## config.mk

```make
export PLATFORM = sky130hd
export DESIGN_NAME = core_mc_sequencer
export DESIGN_NICKNAME = d
export VERILOG_FILES = /design/src/rtl/core_mc_sequencer_pkg.sv /design/src/rtl/core_mc_sequencer_mem_wait_timer.sv /design/src/rtl/core_mc_sequencer.sv
export SDC_FILE = /design/constraint.sdc
export NUM_CORES = 1
export LEC_CHECK = 0
export BUFFER_PORTS_ARGS = -buffer_cell sky130_fd_sc_hd__buf_2
export CAP_MARGIN = 40
export CORE_ASPECT_RATIO = 1.1
export CORE_UTILIZATION = 45
export DETAILED_ROUTE_END_ITERATION = 10
export PLACE_DENSITY = 0.73
export SETUP_SLACK_MARGIN = 0.3
export SLEW_MARGIN = 20
export SYNTH_ARGS = -nofsm -noshare
export SYNTH_HDL_FRONTEND = slang
export SYNTH_SLANG_ARGS = --single-unit
```

## constraint.sdc

```tcl
create_clock -name clk -period 3.5 [get_ports clk]
set_clock_uncertainty 0.2 [all_clocks]
set_input_delay 0.35 -clock clk [delete_from_list [all_inputs] [get_ports clk]]
set_output_delay 0.35 -clock clk [all_outputs]
set_load 0.02 [all_outputs]
```

## src/rtl/core_mc_sequencer_pkg.sv

```systemverilog
// Shared types and constants for the multi-cycle RV32I control sequencer.
package core_pkg;

  typedef enum logic [2:0] {
    FETCH  = 3'd0,
    DECODE = 3'd1,
    EXEC   = 3'd2,
    MEM    = 3'd3,
    WB     = 3'd4,
    HALT   = 3'd5,
    FAULT  = 3'd6
  } core_state_e;

  localparam int          PC_STEP              = 4;
  localparam logic [31:0] DEFAULT_RESET_VECTOR = 32'h0000_0000;

endpackage

```

## src/rtl/core_mc_sequencer_mem_wait_timer.sv

```systemverilog
// Counts consecutive wait cycles of an outstanding memory request and flags
// expiry on the last allowed cycle, unless the response arrives in that cycle.
module mem_wait_timer #(
  parameter int TIMEOUT = 16
) (
  input  logic clk,
  input  logic rst,
  input  logic clear,
  input  logic waiting,
  input  logic valid,
  output logic expired
);

  localparam int             CW   = (TIMEOUT > 1) ? $clog2(TIMEOUT) : 1;
  localparam logic [CW-1:0]  LAST = CW'(TIMEOUT - 1);

  logic [CW-1:0] count_r;
  logic          at_last_s;

  assign at_last_s = (count_r == LAST);
  assign expired   = waiting && !valid && at_last_s;

  // Wait-cycle counter; saturates at LAST since expiry leaves the wait state.
  always_ff @(posedge clk) begin
    if (rst) begin
      count_r <= '0;
    end else if (clear) begin
      count_r <= '0;
    end else if (waiting && !valid && !at_last_s) begin
      count_r <= count_r + CW'(1);
    end else begin
      count_r <= count_r;
    end
  end

endmodule

```

## src/rtl/core_mc_sequencer.sv

```systemverilog
// Multi-cycle control sequencer: owns PC, IR and retired counter, walks each
// instruction through FETCH/DECODE/EXEC/[MEM]/WB with halt and timeout faults.
module core_mc_sequencer
  import core_pkg::*;
#(
  parameter int                 ADDRESS      = 32,
  parameter int                 INSTRUCTION  = 32,
  parameter logic [ADDRESS-1:0] RESET_VECTOR = ADDRESS'(DEFAULT_RESET_VECTOR),
  parameter int                 TIMEOUT      = 16,
  parameter int                 CNT_W        = 32
) (
  input  logic                   clk,
  input  logic                   rst,
  input  logic [INSTRUCTION-1:0] instruction,
  input  logic                   instruction_mem_valid,
  input  logic                   DM_valid,
  input  logic                   is_load,
  input  logic                   is_store,
  input  logic                   pc_sel,
  input  logic [ADDRESS-1:0]     pc_target,
  input  logic                   halt_req,
  output logic [ADDRESS-1:0]     pc_addr_out,
  output logic [INSTRUCTION-1:0] instruction_out,
  output logic                   instruction_mem_request,
  output logic                   data_mem_request,
  output logic                   data_mem_we_re,
  output logic                   rf_we,
  output logic [2:0]             state_out,
  output logic                   halted,
  output logic                   fault,
  output logic [CNT_W-1:0]       retired_count
);

  localparam logic [ADDRESS-1:0] ALIGN_MASK = {{(ADDRESS-2){1'b1}}, 2'b00};

  core_state_e            state_r;
  logic [ADDRESS-1:0]     pc_r;
  logic [INSTRUCTION-1:0] ir_r;
  logic [CNT_W-1:0]       retired_r;
  logic                   fault_r;
  logic                   halted_r;

  logic                   waiting_s;
  logic                   wait_valid_s;
  logic                   expired_s;
  logic [ADDRESS-1:0]     pc_next_s;

  // One timer serves both FETCH and MEM; it is held clear in every other state.
  assign waiting_s    = (state_r == FETCH) || (state_r == MEM);
  assign wait_valid_s = (state_r == FETCH) ? instruction_mem_valid : DM_valid;
  assign pc_next_s    = pc_sel ? (pc_target & ALIGN_MASK) : (pc_r + ADDRESS'(PC_STEP));

  mem_wait_timer #(.TIMEOUT(TIMEOUT)) u_wait_timer (
    .clk     (clk),
    .rst     (rst),
    .clear   (!waiting_s),
    .waiting (waiting_s),
    .valid   (wait_valid_s),
    .expired (expired_s)
  );

  // Sequencer state, PC, IR, retire counter and sticky status flags.
  always_ff @(posedge clk) begin
    if (rst) begin
      state_r   <= FETCH;
      pc_r      <= RESET_VECTOR;
      ir_r      <= '0;
      retired_r <= '0;
      fault_r   <= 1'b0;
      halted_r  <= 1'b0;
    end else begin
      case (state_r)
        FETCH: begin
          if (instruction_mem_valid) begin
            ir_r    <= instruction;
            state_r <= DECODE;
          end else if (expired_s) begin
            fault_r <= 1'b1;
            state_r <= FAULT;
          end else begin
            state_r <= FETCH;
          end
        end
        DECODE: state_r <= EXEC;
        EXEC:   state_r <= (is_load || is_store) ? MEM : WB;
        MEM: begin
          if (DM_valid) begin
            state_r <= WB;
          end else if (expired_s) begin
            fault_r <= 1'b1;
            state_r <= FAULT;
          end else begin
            state_r <= MEM;
          end
        end
        WB: begin
          pc_r      <= pc_next_s;
          retired_r <= retired_r + CNT_W'(1);
          halted_r  <= halt_req;
          state_r   <= halt_req ? HALT : FETCH;
        end
        HALT:  state_r <= HALT;
        FAULT: state_r <= FAULT;
        default: begin
          // An unreachable encoding is treated as a fault rather than recovered.
          fault_r <= 1'b1;
          state_r <= FAULT;
        end
      endcase
    end
  end

  // Request and strobe decode from the current state.
  always_comb begin
    instruction_mem_request = 1'b0;
    data_mem_request        = 1'b0;
    data_mem_we_re          = 1'b0;
    rf_we                   = 1'b0;
    case (state_r)
      FETCH: instruction_mem_request = 1'b1;
      MEM: begin
        data_mem_request = 1'b1;
        data_mem_we_re   = is_store;
      end
      WB:      rf_we = !is_store;
      default: rf_we = 1'b0;
    endcase
  end

  assign pc_addr_out     = pc_r;
  assign instruction_out = ir_r;
  assign state_out       = state_r;
  assign halted          = halted_r;
  assign fault           = fault_r;
  assign retired_count   = retired_r;

endmodule
```

==> metrics.cfg <==
[timing]
whs_ns = 0.0342
post-route-period-util = 0.844
hold_viol_final = 0
clock.fmax_mhz = 338
slew_headroom = 0.452
setup_slack_ns = 0.545
setup_viol = 0
rsz0062_at_grt = false
worst_pin_slew_ns = 0.815
min_period_ns = 2.96
maxSlewViolCount = 0
tns_ns = 0

[detailed_routing]
drtIter0Drc = 298
avgViaCountPerCell = 5.84
drt-wirelength-per-cell_um = 15.4
first_pass_iters = 5
drc_errors = 0
routed_wl_um = 14800
ant_nets = 0
via_count = 5634

[setup_path]
max_stage_delay_ns = 0.84
path_delay_family = simple AND/OR/NAND/NOR gates
worstPathCellList = or3b_1 > or4_1 > nor4_1 > mux2_2
cp-start-kind = register
cp-end-kind = register
required_ns = 3.53
critPathMaxFanout = 19
critPathSlowestCell = or4_1
r2r_end = retired_count[31]
worstPathArrival_ns = 2.99
r2r-start = state_out[2]
crit_type = reg2reg
cp_num_buf_inv = 0
r2r_slack_ns = 0.54
worst_r2r_path_depth = 4

[placed_design]
dp_hpwl_um = 10300
place_ws_ns = 0.547
place.gp.congestion = 0.855
placed_area_mm2 = 0.00616
io_buffers = 172

[power_and_ir_drop]
peakVddDrop_v = 0.000379
power_density_mw_per_mm2 = 455
p_leak_nw = 2.61
finalPower_mw = 2.94

[min_path]
hold_path_end = instruction_out[11]
min_from = instruction[11]
hold_path_class = in2reg
worstHoldPathCells = 3

[finish]
layout-drive-gt1-share = 0.267
final_area_mm2 = 0.00647
multiInputGateArea_mm2 = 0.00292
area_growth_pct = 23.6
fillers = 1061
seq_area_mm2 = 0.00206
nNetsFinal = 887
diodes = 0

[clocking]
insertion_delay_ns = 0.34
cts_buffer_depth = 2
cts_tree = done
cts_resized = 0
h-tree-depth = 3
cts_root_buffer = clkbuf_16
ctsHoldBuffers = 0
clock_sinks = 103
cts-buffers-inserted = 9
clk_pin_slew_ns = 0.08
cts_setup_buffers = 0

[die]
die_w_um = 105
core_mm2 = 0.0111
initial_utilization = 0.471
ios = 177
num_rows = 40
dieHeight_um = 115
die_area_mm2 = 0.0121

[synth]
synth_warnings = 0
ys_seq_area_frac = 0.394
synthFlopType = dfxtp_1
synth_seq_cells = 103
postSynth.asyncResetShare = 0
syn_inst = 672
syn_avg_cell_area_um2 = 7.79
synth_edf_count = 0
mappedNetlistArea_mm2 = 0.00523
ys_types = 59

[grt]
antenna_found_initial = 0
grt_pass1_wl_um = 24300
grt_usage = 0.244
grt_pass1_vias = 5238
grt_overflow = 0
grt_max_degree = 82

[outcome]
outcome = finished, final reports clean

[run]
drv_cap = 0

-- cell families (layout without fill, tap and decap cells) --
family | after synthesis | after routing | synth area share
simple gates | 295 | 295 | 0.280
fa+ha+maj | 3 | 3 | 0.00717
compound gates | 178 | 178 | 0.222
mux | 13 | 13 | 0.0273
flops | 103 | 103 | 0.394
xor+xnor | 10 | 10 | 0.0167
buf+inv | 69 | 213 | 0.0516
other cells | 1 | 2 | 0.000717
-- per-layer routing --
metal	track usage	part of all wire	up-vias
li1	-	-	2754
met1	0.305	0.43	2606
met5	0	0	-
met4	0.105	0.024	0
met2	0.406	0.46	243
met3	0.0573	0.080	31
-- cell usage after synthesis (3+ instances only) --
library cell	count	area share
a211o_1	4	0.0067
a211oi_1	8	0.011
a21oi_1	70	0.067
a221oi_1	6	0.010
a31oi_1	11	0.013
a32o_1	3	0.0057
and2_1	4	0.0048
and3_1	9	0.011
and4_1	8	0.013
buf_1	7	0.0050
buf_2	3	0.0029
clkbuf_1	43	0.031
dfxtp_1	103	0.39
ha_1	3	0.0072
inv_1	13	0.0093
mux2_2	10	0.022
mux2i_1	3	0.0057
nand2_1	112	0.080
nand3_1	22	0.021
nand3b_1	3	0.0043
nand4_1	20	0.024
nor2_1	40	0.029
nor2b_1	3	0.0036
nor3_1	19	0.018
nor4_1	16	0.019
o211ai_1	3	0.0043
o21a_1	4	0.0057
o21ai_0	21	0.020
o311ai_0	9	0.015
o31a_1	3	0.0050
o31ai_1	5	0.0072
o41ai_1	10	0.017
or2_2	7	0.0084
or3_1	15	0.018
or4_1	9	0.013
xnor2_1	7	0.012
xor2_1	3	0.0050
-- cells in the final DEF, fill, tap and decap left out, drive strengths merged, types with 16 or more instances in the layout --
cell type    n
nand2      112
nand3       22
buf        183
nor4        16
nor3        19
o21ai       21
nand4       20
inv         16
dfxtp      103
a21oi       70
nor2        40
-- power by group --
part           switching (mW)  leakage (nW)  internal (mW)  total [mW]
clock                   0.489         0.136          0.498       0.988
sequential             0.0959         0.836           1.25        1.35
combinational           0.385          1.64          0.221       0.606
total                   0.970          2.61           1.97        2.94
-- area by class of cell --
| cell class | instances | area share |
|---|---|---|
| inverter | 14 | 0.00813 |
| clock buffer | 9 | 0.0348 |
| multi-input combinational | 501 | 0.451 |
| tap | 147 | 0.0284 |
| sequential | 103 | 0.319 |
| timing repair buffer | 183 | 0.149 |
| clock inverter | 7 | 0.00987 |
-- metrics by stage --
step	util	cells
6_report	0.582	964
5_1_grt	0.582	964
4_1_cts	0.580	963
3_5_place_dp	0.554	947
3_3_place_gp	0.553	946
2_1_floorplan	-	673
-- worst reg2reg max path: cells and delay by family, from the launching register on --
| family | cells | cell delay [ns] |
|---|---|---|
| AND/OR/NAND/NOR | 3 | 1.68 |
| flip-flops | 1 | 0.60 |
| multiplexers | 1 | 0.37 |
-- state kept, by name (all words and copies together), names as in the netlist --
signal and flops:
fault 1, halted 1, instruction_out 32, pc_addr_out 30
retired_count 32, state_out 3, u_wait_timer.count_r 4
-- how the worst max path moves through the flow --
stage | startpoint | endpoint | slack [ns] | depth (start not counted)
floorplan | pc_addr_out[2] | pc_addr_out[24] | 0.92 | 6
global placement | state_out[2] | retired_count[31] | 0.64 | 4
detailed placement | state_out[2] | retired_count[31] | 0.55 | 4
CTS | state_out[2] | retired_count[31] | 0.54 | 4
global route | state_out[2] | retired_count[31] | 0.38 | 4
finish | state_out[2] | retired_count[31] | 0.54 | 4
No activity file was read; power rests on OpenSTA's default activity.
